$ cat config.mk
export PLATFORM = sky130hd
export DESIGN_NAME = access_counter_bank
export DESIGN_NICKNAME = d
export VERILOG_FILES = /design/src/rtl/acc_counter_pkg.sv /design/src/rtl/saturating_accumulator.sv /design/src/rtl/access_counter_bank.sv
export SDC_FILE = /design/constraint.sdc
export NUM_CORES = 2
export LEC_CHECK = 0
export CAP_MARGIN = 10
export CORE_AREA = 5 5 284 286
export DETAILED_ROUTE_END_ITERATION = 7
export DIE_AREA = 0 0 289 291
export GPL_TIMING_DRIVEN = 0
export PLACE_DENSITY_LB_ADDON = 0.1
export SYNTH_ARGS = -nofsm -noshare
export SYNTH_HDL_FRONTEND = slang
export SYNTH_SLANG_ARGS = --single-unit
$ cat constraint.sdc
create_clock -name clk -period 4.83 [get_ports clk]
set_input_delay 0.966 -clock clk [delete_from_list [all_inputs] [get_ports clk]]
set_output_delay 0.966 -clock clk [all_outputs]
set_load 0.02 [all_outputs]
$ cat src/rtl/acc_counter_pkg.sv
// ============================================================================
// Module   : acc_counter_pkg
// Brief    : Shared types for the access counter bank (FSM states, port names)
// Revision : 1.0
// ============================================================================
`default_nettype none

package acc_counter_pkg;

  localparam int unsigned DEFAULT_NB_PORTS = 11;

  typedef enum logic [1:0] {
    IDLE    = 2'd0,
    CAPTURE = 2'd1,
    DUMP    = 2'd2
  } acc_state_e;

  // Energy categories in dump order: off-chip, on-chip write, on-chip read.
  typedef enum logic [3:0] {
    PORT_ACT_IN_OFFCHIP  = 4'd0,
    PORT_ACT_OUT_OFFCHIP = 4'd1,
    PORT_WEIGHTS_OFFCHIP = 4'd2,
    PORT_ACT_IN_WR       = 4'd3,
    PORT_ACT_OUT_WR      = 4'd4,
    PORT_WEIGHTS_WR      = 4'd5,
    PORT_FIFO_WR         = 4'd6,
    PORT_ACT_IN_RD       = 4'd7,
    PORT_ACT_OUT_RD      = 4'd8,
    PORT_WEIGHTS_RD      = 4'd9,
    PORT_FIFO_RD         = 4'd10
  } acc_port_e;

endpackage

`default_nettype wire

$ cat src/rtl/saturating_accumulator.sv
// ============================================================================
// Module   : saturating_accumulator
// Brief    : One saturating event counter with a sticky overflow flag
// Revision : 1.0
// ============================================================================
`default_nettype none

module saturating_accumulator #(
  parameter int COUNT_WIDTH    = 32,
  parameter int WORD_CNT_WIDTH = 4
) (
  input  logic                      clk,
  input  logic                      rst_in,
  input  logic                      clear,
  input  logic                      inc_en,
  input  logic [WORD_CNT_WIDTH-1:0] inc_words,
  output logic [COUNT_WIDTH-1:0]    count,
  output logic                      overflow
);

  localparam int SUM_W = COUNT_WIDTH + 1;

  logic [COUNT_WIDTH-1:0] count_q, count_d;
  logic                   overflow_q, overflow_d;
  logic [SUM_W-1:0]       sum;

  always_comb begin
    sum        = {1'b0, count_q} + SUM_W'(inc_words);
    count_d    = count_q;
    overflow_d = overflow_q;
    if (clear) begin
      count_d    = '0;
      overflow_d = 1'b0;
    end else if (inc_en) begin
      // Carry out of the widened sum means the true total no longer fits.
      if (sum[COUNT_WIDTH]) begin
        count_d    = '1;
        overflow_d = 1'b1;
      end else begin
        count_d = sum[COUNT_WIDTH-1:0];
      end
    end
  end

  always_ff @(posedge clk) begin
    if (rst_in) begin
      count_q    <= '0;
      overflow_q <= 1'b0;
    end else begin
      count_q    <= count_d;
      overflow_q <= overflow_d;
    end
  end

  assign count    = count_q;
  assign overflow = overflow_q;

endmodule

`default_nettype wire

$ cat src/rtl/access_counter_bank.sv
// ============================================================================
// Module   : access_counter_bank
// Brief    : Per-port saturating access counters with snapshot-and-dump readout
// Revision : 1.0
// ============================================================================
`default_nettype none

module access_counter_bank
  import acc_counter_pkg::*;
#(
  parameter int NB_PORTS       = DEFAULT_NB_PORTS,
  parameter int COUNT_WIDTH    = 32,
  parameter int WORD_CNT_WIDTH = 4,
  localparam int PORT_W        = (NB_PORTS > 1) ? $clog2(NB_PORTS) : 1
) (
  input  logic                               clk,
  input  logic                               rst_in,
  input  logic                               enable,
  input  logic                               clear,
  input  logic [NB_PORTS-1:0]                access_strobe,
  input  logic [NB_PORTS*WORD_CNT_WIDTH-1:0] access_words,
  input  logic                               snapshot_req,
  output logic                               busy,
  output logic                               dump_valid,
  input  logic                               dump_ready,
  output logic [PORT_W-1:0]                  dump_port,
  output logic [COUNT_WIDTH-1:0]             dump_count,
  output logic                               dump_last,
  output logic [NB_PORTS-1:0]                overflow
);

  localparam logic [PORT_W-1:0] LAST_PORT = PORT_W'(NB_PORTS - 1);

  logic [COUNT_WIDTH-1:0] live_count [NB_PORTS];
  logic [COUNT_WIDTH-1:0] shadow_q   [NB_PORTS];
  logic [COUNT_WIDTH-1:0] shadow_d   [NB_PORTS];

  acc_state_e             state_q, state_d;
  logic [PORT_W-1:0]      port_q, port_d, port_nxt;
  logic [COUNT_WIDTH-1:0] dump_count_q, dump_count_d;
  logic                   valid_q, valid_d;
  logic                   last_q, last_d;
  logic                   busy_q, busy_d;

  generate
    for (genvar p = 0; p < NB_PORTS; p++) begin : g_port
      saturating_accumulator #(
        .COUNT_WIDTH    (COUNT_WIDTH),
        .WORD_CNT_WIDTH (WORD_CNT_WIDTH)
      ) u_acc (
        .clk       (clk),
        .rst_in    (rst_in),
        .clear     (clear),
        .inc_en    (enable & access_strobe[p]),
        .inc_words (access_words[p*WORD_CNT_WIDTH +: WORD_CNT_WIDTH]),
        .count     (live_count[p]),
        .overflow  (overflow[p])
      );
    end
  endgenerate

  always_comb begin
    state_d      = state_q;
    port_d       = port_q;
    dump_count_d = dump_count_q;
    valid_d      = valid_q;
    last_d       = last_q;
    busy_d       = busy_q;
    shadow_d     = shadow_q;
    port_nxt     = port_q + PORT_W'(1);

    case (state_q)
      IDLE: begin
        if (snapshot_req) begin
          // Sampling the live registers on the accepting edge keeps a
          // same-cycle clear or increment out of the snapshot.
          state_d  = CAPTURE;
          busy_d   = 1'b1;
          shadow_d = live_count;
        end
      end
      CAPTURE: begin
        state_d      = DUMP;
        valid_d      = 1'b1;
        port_d       = '0;
        dump_count_d = shadow_q[0];
        last_d       = (NB_PORTS == 1);
      end
      DUMP: begin
        if (dump_ready) begin
          if (last_q) begin
            state_d = IDLE;
            valid_d = 1'b0;
            last_d  = 1'b0;
            busy_d  = 1'b0;
            port_d  = '0;
          end else begin
            port_d       = port_nxt;
            dump_count_d = shadow_q[port_nxt];
            last_d       = (port_nxt == LAST_PORT);
          end
        end
      end
      default: state_d = IDLE;
    endcase
  end

  always_ff @(posedge clk) begin
    if (rst_in) begin
      state_q      <= IDLE;
      port_q       <= '0;
      dump_count_q <= '0;
      valid_q      <= 1'b0;
      last_q       <= 1'b0;
      busy_q       <= 1'b0;
      for (int i = 0; i < NB_PORTS; i++) shadow_q[i] <= '0;
    end else begin
      state_q      <= state_d;
      port_q       <= port_d;
      dump_count_q <= dump_count_d;
      valid_q      <= valid_d;
      last_q       <= last_d;
      busy_q       <= busy_d;
      shadow_q     <= shadow_d;
    end
  end

  assign busy       = busy_q;
  assign dump_valid = valid_q;
  assign dump_port  = port_q;
  assign dump_count = dump_count_q;
  assign dump_last  = last_q;

endmodule

`default_nettype wire

==> reports/results.ini <==
[power]
p_leak_nw = 13.1
ir_worst_vdd_v = 0.000243
powerDensity_nw_per_um2 = 353

[grt]
grt_pass1_vias = 28180
grt_max_degree = 15
grt_usage = 0.276
grt_pass1_wl_mm = 177
antenna_found_initial = 4
grt_overflow = 0

[clock_network]
cts_resized = 0
cts.sinks = 756
clk_path_buf_depth = 3
clock-root-buffer = clkbuf_16
hold_buffers = 0
clk_pin_slew_ns = 0.06
clk_latency_ns = 0.64
postCtsSetupBuffers = 0
cts_tree = yes
cts_made_buffers = 85
cts_htree_levels = 3

[routing]
ant_nets = 0
post_drt_via_cell_ratio = 5.65
post_drt_wl_per_cell_um = 22.2
drc_errors = 0
vias = 30558
first_pass_iters = 6
dr.first_iter.drc_count = 2926
wl_mm = 120

[placement]
preCtsSetupSlack_ns = 0.387
numPortBuffers = 109
dp_hpwl_mm = 92.0
place_congestion = 0.998
dpl_cell_area_um2 = 37000

[synth]
synth-seq-cells = 756
syn_inst = 4085
synth_warnings = 0
async_flop_share = 0
ys_dominant_reg_cell = dfxtp_1
synth_edf_count = 0
synthesis.area_um2 = 34500
ys_seq_area_frac = 0.438
syn_avg_cell_area_um2 = 8.45
synth.distinct_cells = 77
synth_nets = 4203

[worst_setup_path]
cp_slowest_cell = o21ai_0
cp_data_required_time_ns = 5.38
max_stage_delay_ns = 0.89
critPathKind = flop to flop
crit_path_end_kind = flop
rrSetupSlack_ns = 0.75
cp.arrival_ns = 4.63
critPathMaxFanout = 10
worstPathCellList = inv_1 > ha_1 > buf_2 > buf_1 > clkbuf_1 > nand2_1 > o21ai_0 > a22oi_1 > a211oi_1
start_kind = flop

[sta]
setup_viol = 0
skew_ns = 0.0208
finalCriticalPeriod_ns = 4.08
slew_violations = 0
grt_setup_unrepaired = false
fin_tns_setup_ns = 0
setup_ws_ns = 0.748
holdWs_ns = 0.445
worst_pin_slew_ns = 1.30
max_freq_ghz = 0.245
post-route-period-util = 0.845
maxSlewHeadroom = 0.133
hold_viol_final = 0

[floorplan]
rows = 103
io_pins = 111
dieArea_um2 = 84100
die_w_um = 289
core_area_um2 = 78100
start_util = 0.442
dieHeight_um = 291

[worst_hold_path]
hp-class = flop to flop

[cells_and_area]
multi_input_area_um2 = 18000
final_common_cell = nand2_1
regArea_um2 = 15100
filler_cell_count = 7677
drive_gt1_frac = 0.0857
design_area_um2 = 40000
areaGrowthSynthToFinish_pct = 15.8
nets = 4403
final_cell_mix = 910 x nand2_1, 756 x dfxtp_1, 673 x a21oi_1

[flow_run]
cap_violations = 0

[outcome]
status = complete, no violations

state kept, by name, summed over array words and instances (netlist names):
signal and flops:
dump_last 1, busy 1, g_port.u_acc.overflow 11, dump_port 4, dump_count 32, state_q 2, dump_valid 1, g_port.u_acc.count 352
shadow_q 352
through the flow:
| stage | power (mW) | std cells | utilization |
|---|---|---|---|
| 2_1_floorplan | 6.96 | 4085 | - |
| 4_1_cts | 14.2 | 5401 | 0.512 |
| 3_5_place_dp | 7.38 | 5248 | 0.474 |
| 5_1_grt | 14.5 | 5401 | 0.512 |
| 3_3_place_gp | 7.37 | 5244 | 0.473 |
| 6_report | 14.1 | 5405 | 0.512 |
cell families (layout without fill, tap and decap cells):
family                   after synthesis  count (layout)  synth area share
other                                  0               4                 0
AND/OR/NAND/NOR                     1571            1571             0.210
AO/OA/AOI/OAI                        995             995             0.164
multiplexers                         109             109            0.0559
buffers and inverters                324             590            0.0392
adder cells (fa/ha/maj)               57              57            0.0230
flip-flops                           756             756             0.438
XOR/XNOR                             273             273            0.0692
layout make-up:
class | count | share of cell area
antenna | 4 | 0.000250
buffer | 279 | 0.0297
clock buffer | 123 | 0.0631
clock inverter | 30 | 0.0107
inverter | 45 | 0.00422
multi-input combinational | 3005 | 0.451
sequential | 756 | 0.378
tap | 1050 | 0.0328
timing repair buffer | 113 | 0.0297
cell usage after synthesis, types with 45 or more instances:
master,n,area share
nand2_1,910,0.099
dfxtp_1,756,0.44
a21oi_1,673,0.098
clkbuf_1,213,0.023
nor2_1,148,0.016
xnor2_1,146,0.037
nand3_1,140,0.020
xor2_1,127,0.032
o21ai_0,110,0.016
nand4_1,77,0.014
mux4_2,64,0.042
and3_1,53,0.0096
a211oi_1,46,0.010
ha_1,46,0.017
nor3_1,46,0.0067
inv_1,45,0.0049
or3_1,45,0.0082
layer usage:
metal | track usage | part of all wire | vias up
met3 | 0.0435 | 0.076 | 192
met4 | 0.0999 | 0.037 | 4
met2 | 0.407 | 0.42 | 1142
li1 | - | - | 14669
met5 | 0 | 0.00022 | -
met1 | 0.409 | 0.46 | 14551
worst max-delay path, delay by kind of cell, from the launching register on:
| kind | cells | cell delay (ns) |
|---|---|---|
| adders and majority gates | 1 | 0.35 |
| DFF | 1 | 0.52 |
| buffers and inverters | 4 | 1.60 |
| and+or+nand+nor | 1 | 0.13 |
| AOI/OAI and AO/OA | 3 | 1.39 |
report_power, final:
group	switching (mW)	internal [mW]
registers	0.0723	6.28
clock network	2.71	4.16
logic	0.635	0.272
path summary, 6_finish.rpt:
| path | from | cells past startpoint | to |
|---|---|---|---|
| worst min-delay path | g_port[0].u_acc.overflow | 2 | g_port[0].u_acc.overflow |
| worst max-delay path | dump_port[1] | 9 | dump_count[6] |
| worst min register to register | g_port[0].u_acc.overflow | 2 | g_port[0].u_acc.overflow |
| worst max register to register | dump_port[1] | 9 | dump_count[6] |
Note: power is estimated with default switching activity, not from simulation.
